File: config.mk
export PLATFORM = sky130hd
export DESIGN_NAME = ctrl_pipeline
export DESIGN_NICKNAME = d
export VERILOG_FILES = /design/src/rtl/ctrl_pipeline.sv
export SDC_FILE = /design/constraint.sdc
export NUM_CORES = 1
export LEC_CHECK = 0
export CORE_MARGIN = 10
export CORE_UTILIZATION = 56
export CTS_CLUSTER_DIAMETER = 100
export DETAILED_ROUTE_END_ITERATION = 10
export DONT_BUFFER_PORTS = 1
export PLACE_DENSITY = 0.81
export RECOVER_POWER = 100
export SLEW_MARGIN = 0
export SYNTH_ARGS = -nofsm -noshare
export SYNTH_HDL_FRONTEND = slang
export SYNTH_SLANG_ARGS = --single-unit
File: constraint.sdc
create_clock -name clk_i -period 2.45 [get_ports clk_i]
set_clock_uncertainty 0.05 [all_clocks]
set_input_delay 0.735 -clock clk_i [delete_from_list [all_inputs] [get_ports clk_i]]
set_output_delay 0.735 -clock clk_i [all_outputs]
set_load 0.1 [all_outputs]
File: src/rtl/ctrl_pipeline.sv
// Control-path pipeline for the five-stage core: ID/EX, EX/MEM and MEM/WB control registers,
// load-use hazard detection with bubble insertion, taken-branch flush and EX-stage forwarding selects.
module ctrl_pipeline #(
  parameter int ADDR_W = 5
) (
  input  logic              clk_i,
  input  logic              rst_i,
  input  logic [1:0]        ALUOp_i,
  input  logic              ALUSrc_i,
  input  logic              RegWrite_i,
  input  logic              MemtoReg_i,
  input  logic              MemRead_i,
  input  logic              MemWrite_i,
  input  logic              Branch_i,
  input  logic [ADDR_W-1:0] RS1addr_i,
  input  logic [ADDR_W-1:0] RS2addr_i,
  input  logic [ADDR_W-1:0] RDaddr_i,
  input  logic              Equal_i,
  output logic              NoOp_o,
  output logic              Stall_o,
  output logic              PCWrite_o,
  output logic              Flush_o,
  output logic [1:0]        EX_ALUOp_o,
  output logic              EX_ALUSrc_o,
  output logic [ADDR_W-1:0] EX_RDaddr_o,
  output logic [1:0]        ForwardA_o,
  output logic [1:0]        ForwardB_o,
  output logic              MEM_MemRead_o,
  output logic              MEM_MemWrite_o,
  output logic              MEM_RegWrite_o,
  output logic [ADDR_W-1:0] MEM_RDaddr_o,
  output logic              WB_RegWrite_o,
  output logic              WB_MemtoReg_o,
  output logic [ADDR_W-1:0] WB_RDaddr_o
);

  typedef struct packed {
    logic [1:0]        alu_op;
    logic              alu_src;
    logic              reg_write;
    logic              mem_to_reg;
    logic              mem_read;
    logic              mem_write;
    logic [ADDR_W-1:0] rs1;
    logic [ADDR_W-1:0] rs2;
    logic [ADDR_W-1:0] rd;
  } idex_t;

  idex_t             r_idex;
  idex_t             w_idex_nxt;
  logic              r_mem_reg_write;
  logic              r_mem_mem_to_reg;
  logic              r_mem_mem_read;
  logic              r_mem_mem_write;
  logic [ADDR_W-1:0] r_mem_rd;
  logic              r_wb_reg_write;
  logic              r_wb_mem_to_reg;
  logic [ADDR_W-1:0] r_wb_rd;

  logic              w_hazard;
  logic [1:0]        w_fwd_a;
  logic [1:0]        w_fwd_b;

  // Uses only registered EX state and IF/ID addresses, so no loop through the decode controller.
  assign w_hazard = r_idex.mem_read && (r_idex.rd != '0) &&
                    ((r_idex.rd == RS1addr_i) || (r_idex.rd == RS2addr_i));

  always_comb begin
    w_idex_nxt = '0;
    if (!w_hazard) begin
      w_idex_nxt.alu_op     = ALUOp_i;
      w_idex_nxt.alu_src    = ALUSrc_i;
      w_idex_nxt.reg_write  = RegWrite_i;
      w_idex_nxt.mem_to_reg = MemtoReg_i;
      w_idex_nxt.mem_read   = MemRead_i;
      w_idex_nxt.mem_write  = MemWrite_i;
      w_idex_nxt.rs1        = RS1addr_i;
      w_idex_nxt.rs2        = RS2addr_i;
      w_idex_nxt.rd         = RDaddr_i;
    end
  end

  always_ff @(posedge clk_i or negedge rst_i) begin
    if (!rst_i) begin
      r_idex           <= '0;
      r_mem_reg_write  <= 1'b0;
      r_mem_mem_to_reg <= 1'b0;
      r_mem_mem_read   <= 1'b0;
      r_mem_mem_write  <= 1'b0;
      r_mem_rd         <= '0;
      r_wb_reg_write   <= 1'b0;
      r_wb_mem_to_reg  <= 1'b0;
      r_wb_rd          <= '0;
    end else begin
      r_idex           <= w_idex_nxt;
      r_mem_reg_write  <= r_idex.reg_write;
      r_mem_mem_to_reg <= r_idex.mem_to_reg;
      r_mem_mem_read   <= r_idex.mem_read;
      r_mem_mem_write  <= r_idex.mem_write;
      r_mem_rd         <= r_idex.rd;
      r_wb_reg_write   <= r_mem_reg_write;
      r_wb_mem_to_reg  <= r_mem_mem_to_reg;
      r_wb_rd          <= r_mem_rd;
    end
  end

  // EX/MEM is checked last so it overrides a MEM/WB match on the same source.
  always_comb begin
    w_fwd_a = 2'b00;
    w_fwd_b = 2'b00;
    if (r_wb_reg_write && (r_wb_rd != '0) && (r_wb_rd == r_idex.rs1)) w_fwd_a = 2'b01;
    if (r_wb_reg_write && (r_wb_rd != '0) && (r_wb_rd == r_idex.rs2)) w_fwd_b = 2'b01;
    if (r_mem_reg_write && (r_mem_rd != '0) && (r_mem_rd == r_idex.rs1)) w_fwd_a = 2'b10;
    if (r_mem_reg_write && (r_mem_rd != '0) && (r_mem_rd == r_idex.rs2)) w_fwd_b = 2'b10;
  end

  assign NoOp_o         = w_hazard;
  assign Stall_o        = w_hazard;
  assign PCWrite_o      = !w_hazard;
  assign Flush_o        = Branch_i && Equal_i && !w_hazard;
  assign ForwardA_o     = w_fwd_a;
  assign ForwardB_o     = w_fwd_b;
  assign EX_ALUOp_o     = r_idex.alu_op;
  assign EX_ALUSrc_o    = r_idex.alu_src;
  assign EX_RDaddr_o    = r_idex.rd;
  assign MEM_MemRead_o  = r_mem_mem_read;
  assign MEM_MemWrite_o = r_mem_mem_write;
  assign MEM_RegWrite_o = r_mem_reg_write;
  assign MEM_RDaddr_o   = r_mem_rd;
  assign WB_RegWrite_o  = r_wb_reg_write;
  assign WB_MemtoReg_o  = r_wb_mem_to_reg;
  assign WB_RDaddr_o    = r_wb_rd;

endmodule

**Word level (Yosys, flattened, before mapping)**

Index checks and enable logic that the tools add are counted.
Widths: inputs -> output; s select.

- Bits in registers: 38
- Logic and storage cells: 43

- Eq/ne operators: 6
- Mux-type cells: 5
- Reduce and logical (&&, ||, !) cells: 15

Operators by type and width:

| cell | number |
|---|---|
| $eq 5x5->1 | 6 |
| $mux 22 | 1 |
| $reduce_bool 5->1 | 3 |
| $logic_and 1x1->1 | 10 |
| $mux 2 | 2 |
| $mux 1 | 2 |
| $logic_not 1->1 | 1 |
| $logic_or 1x1->1 | 1 |

**Logic depth before layout (Yosys ltp)**

- Word-level depth: 5
- Mapped depth: 5
- Gate-level depth less buffers: 4

**Worst setup path before layout**

Ideal clock, no wire load.

- Path kind: register to output
- Start point: register r_mem_rd[1] (netlist: MEM_RDaddr_o[1])
- End point: output port ForwardA_o[0]
- Arrival time: 5.536 ns
- Required time: 1.665 ns
- Slack: -3.871 ns
- Cell stages (with the launch flop): 5
- Cell sequence: dfrtp_1 -> or4_1 -> o21ai_2 -> nor4_1 -> nor4_2

- Longest elaborated chain between the ends: 4
- Elaborated cells between the ends (all ways): 5
- Those cells by class: eq/ne (1); mux (1); reduce/logical (3)

RTL lines:

| element | RTL line | RTL |
|---|---|---|
| start: declaration | 55 | `logic [ADDR_W-1:0] r_mem_rd;` |
| start signal: assignment | 100 | `r_mem_rd <= r_idex.rd;` |
| $reduce_bool 5->1 | 113 | `if (r_mem_reg_write && (r_mem_rd != '0) && (r_mem_rd == r_idex.rs1)) w_fwd_a = 2'b10;` |
| $logic_and 1x1->1 | 113 |  |
| $logic_and 1x1->1 (*) | 113 |  |
| $mux 2 (*) | 113 |  |
| end: declaration | 26 | `output logic [1:0] ForwardA_o,` |

Every way passes the cells marked *; elsewhere a longest branch is shown, timed or not.

**Worst setup path after layout**

Same ends and word-level chain as after synthesis.

==> run summary <==
The routed length per instance is 24.6 um, and the mux share of post-synthesis cell area is 0%. TritonCTS built the clock tree. After the flow finishes, the layout carries non-filler instances totaling 204. The transition time at the pin with the least slew margin is 1.26 ns, and the part of the cycle the worst path needs is 119%. The worst hold path was traced through 0 stages. The most used flip-flop cell after synthesis is dfrtp_1. Port buffering added 0 buffers. For the worst-skew pair, the clock arrives at the later sink with an insertion delay of 0.35 ns. After synthesis, the most frequently instantiated cells are dfrtp_1 (38), a21boi_2 (18), xnor2_1 (16), xor2_1 (14), buf_4 (8). The cell area that synthesis handed to floorplanning was 1690 sq um. For this block, the initial DRC count from the detailed router was 29. Sink of the worst hold path: MEM_MemWrite_o$_DFF_PN0_. In the final layout, the share of cells above drive strength 1 is 50.6%. The tools report the all-layer global routing usage as 16.7%. The mean instance size in the synthesized netlist was 13.5 sq um. The average via count per standard cell was 5.66. The via total after detailed routing is 1154, and the layout-stage area growth over the synthesis result is 38.8%.

Final period demand of the worst path: 2.92 ns. The capture instance of the worst register-to-register path was EX_RDaddr_o[1]$_DFF_PN0_. The tools report the launch instance of the worst min-delay path as r_idex[15]$_DFF_PN0_. Cells fill 83.1% of the core in the end.

The finished cells cover 2350 sq um. The die height came out at 75.0 um. The tree is rooted in a clkbuf_4. The tools report the count of pins on the block boundary as 57. VDD sags by at most 0.593 mV.

The synthesized netlist devotes 0% of its cell area to adder and majority cells. Counting tap cells, the placed design contains a total of 187 instances. The count of unresolved DRC violations after routing is 0, and the clock slew seen by the registers of the worst setup and hold paths is 0.11 ns.

The number of buffers inserted during clock tree synthesis is 5, and the starting density of the core is 59.8%. The post-layout worst setup margin was -0.467 ns; the die outline width was 75.0 um. The number of clock sinks is 38. The async set-reset flop share out of synthesis was 100%; the instance count of the mapped netlist was 125. For the worst setup path, the data arrival time is 2.13 ns. After legalization and detailed placement, the total HPWL measured 3280 um. The number of flip-flops in the largest register is 14, and the total count of max-transition violations in the final report is 0. The number of antenna violations at the first check in global routing was 1. The run finished, with violations left. The count of distinct cell types in the synthesized netlist is 19, and the wire length of the first global-routing pass is 6700 um. The post-route total power was 1.55 mW; the sequential area share after synthesis was 56.2%. Wire length after detailed routing: 5020 um. Counting cells, the worst reg-to-reg path comes to 6.

The via count of the first global-routing pass is 1346, and the register-to-register setup slack is 0.19 ns. Sorting the synthesized cells by area gives the leading types as dfrtp_1 (56%), a21boi_2 (12%), xnor2_1 (8.3%). Of all cell types, the one taking the most synthesized area is dfrtp_1. The tools report the die area as 5620 sq um. Summing the areas of all compound-gate instances in the mapped netlist gives 16.0% of the synthesized area.

The core area was 2830 sq um. The xor/xnor cell area share of the yosys netlist was 15.5%; the max-capacitance violation count was 0. The critical path startpoint category is a flip-flop. The total overflow left after global routing is 0. The maximum fanout along the worst path was 2. The final reports fail on negative setup slack. Measured against its own limit, the worst slew margin works out to 16.2%. The most common cell in the netlist was dfrtp_1.

In this run the critical register-to-register path is launched from EX_RDaddr_o[0]$_DFF_PN0_. The classification of the worst-slack hold path was reg2reg. Number of buffers between clock root and the deepest sink: 2. The count of synthesis-stage warnings from yosys came out at 0.

Number of detailed-routing iterations run before antenna repair: 4. In this run the cell area measured after placement is 2200 sq um. The simple-gate portion of the synthesized area works out to 6.87%. Setup repair after global routing could not meet its margin everywhere. The maximum clock frequency was 343 MHz; the final weighted congestion in routability-driven placement was 0.838. Dividing total power by cell area gives a power density of 659 nW/um^2. Row count: 19. CTS built an H-tree with a depth of 2. The logs give 0 for the number of endpoints with negative hold slack in the final report and 22 for the largest net degree at the start of global routing.

Setup violations remaining at the end of the flow were counted as 12. STA classifies the critical path endpoint as an output port. The leakage dissipation came out at 0.974 nW. Once detail routing completed, the nets flagged for antenna violations numbered 0. The critical path is of the reg2out type. After synthesis, the largest area contributor takes up 56.2% of total cell area. STA puts the critical path data required time at 1.66 ns. More flip-flops sit in one register than any other, and that register is r_idex. The number of enable flip-flop cells after synthesis was 0; the final layout net count was 197.

The number of register bits inferred by synthesis came out at 38. After synthesis, the largest family of logic cells by area is compound AO/OA/AOI/OAI gates. The number of nets handed over by synthesis was 151.
-- worst max path at each step --
stage / endpoint / from / cells past startpoint / slack (ns)
CTS: ForwardA_o[0] / WB_RDaddr_o[3]$_DFF_PN0_ / 4 / -0.48
global route: ForwardA_o[0] / MEM_RDaddr_o[1]$_DFF_PN0_ / 5 / -0.53
finish: ForwardA_o[0] / MEM_RDaddr_o[1]$_DFF_PN0_ / 5 / -0.47
detailed placement: ForwardA_o[0] / WB_RDaddr_o[3]$_DFF_PN0_ / 4 / -0.11
floorplan: ForwardA_o[0] / MEM_RDaddr_o[1]$_DFF_PN0_ / 4 / -0.92
global placement: ForwardB_o[0] / WB_RDaddr_o[3]$_DFF_PN0_ / 4 / -0.07
-- where the power goes --
part | internal [mW] | switching [mW] | total (mW)
Sequential | 0.676 | 0.0438 | 0.720
Combinational | 0.149 | 0.369 | 0.518
Clock | 0.114 | 0.197 | 0.311
-- area by class of cell --
type,count,area (sq um)
clock buffers,8,48.8
diodes,1,2.50
well taps,31,38.8
multi-input cells,75,811
flip-flops and latches,38,986
fillers,169,479
repair buffers,51,463
-- per-layer routing --
metal	part of all wire, %	global-route usage [%]
met1	34	14.2
met2	55	30.5
met3	9.8	9.72
met4	1.1	7.98
met5	0	0
-- layout by cell type (no fill, tap or decap) --
cell | netlist | routed
a21boi_0 | 4 | 16
a21boi_2 | 18 | 6
a21oi_4 | 0 | 1
and2_4 | 0 | 1
buf_12 | 0 | 6
buf_16 | 0 | 2
buf_4 | 8 | 18
buf_6 | 2 | 4
clkbuf_1 | 0 | 13
clkbuf_2 | 0 | 8
clkbuf_4 | 0 | 5
dfrtp_1 | 38 | 26
dfrtp_2 | 0 | 4
dfrtp_4 | 0 | 8
diode_2 | 0 | 1
dlygate4sd3_1 | 0 | 3
nand2_1 | 4 | 3
nand2_4 | 0 | 1
nand3_1 | 4 | 3
nand3_2 | 0 | 1
nor4_4 | 0 | 4
o21a_4 | 0 | 1
o21ai_1 | 1 | 1
o21ai_4 | 0 | 1
o22ai_2 | 0 | 1
or4_4 | 0 | 5
xnor2_1 | 16 | 8
xnor2_2 | 0 | 8
xor2_1 | 14 | 12
xor2_4 | 0 | 2
-- worst max-delay path, stage by stage (launching register included) --
cell and delay, ns:
dfrtp_4 0.49, or4_4 0.55, o21ai_4 0.21, nor4_4 0.08, nor4_4 0.22, buf_12 0.22
-- repair_timing --
action	in CTS	in global routing
buffers inserted	2	3
endpoints found under the hold margin	14	19
hold buffers	2	1
pin swaps	7	7
endpoints found under the setup margin	8	8
resized for setup	17	5
-- stage by stage --
step	setup slack [ns]	TNS, ns	hold WS (ns)
2_1_floorplan	-0.920	-3.23	0.281
3_3_place_gp	-0.0658	-0.119	0.282
3_5_place_dp	-0.111	-0.211	0.291
4_1_cts	-0.481	-2.50	0.00129
5_1_grt	-0.526	-3.90	0.324
6_report	-0.467	-2.98	0.309
-- kinds of logic (layout without fill, tap and decap cells) --
group	after synthesis	after routing
compound gates	27	27
xor+xnor	30	30
buf+inv	12	59
flops	38	38
other cells	0	1
simple gates	18	18
(Power assumes the default switching activity.)
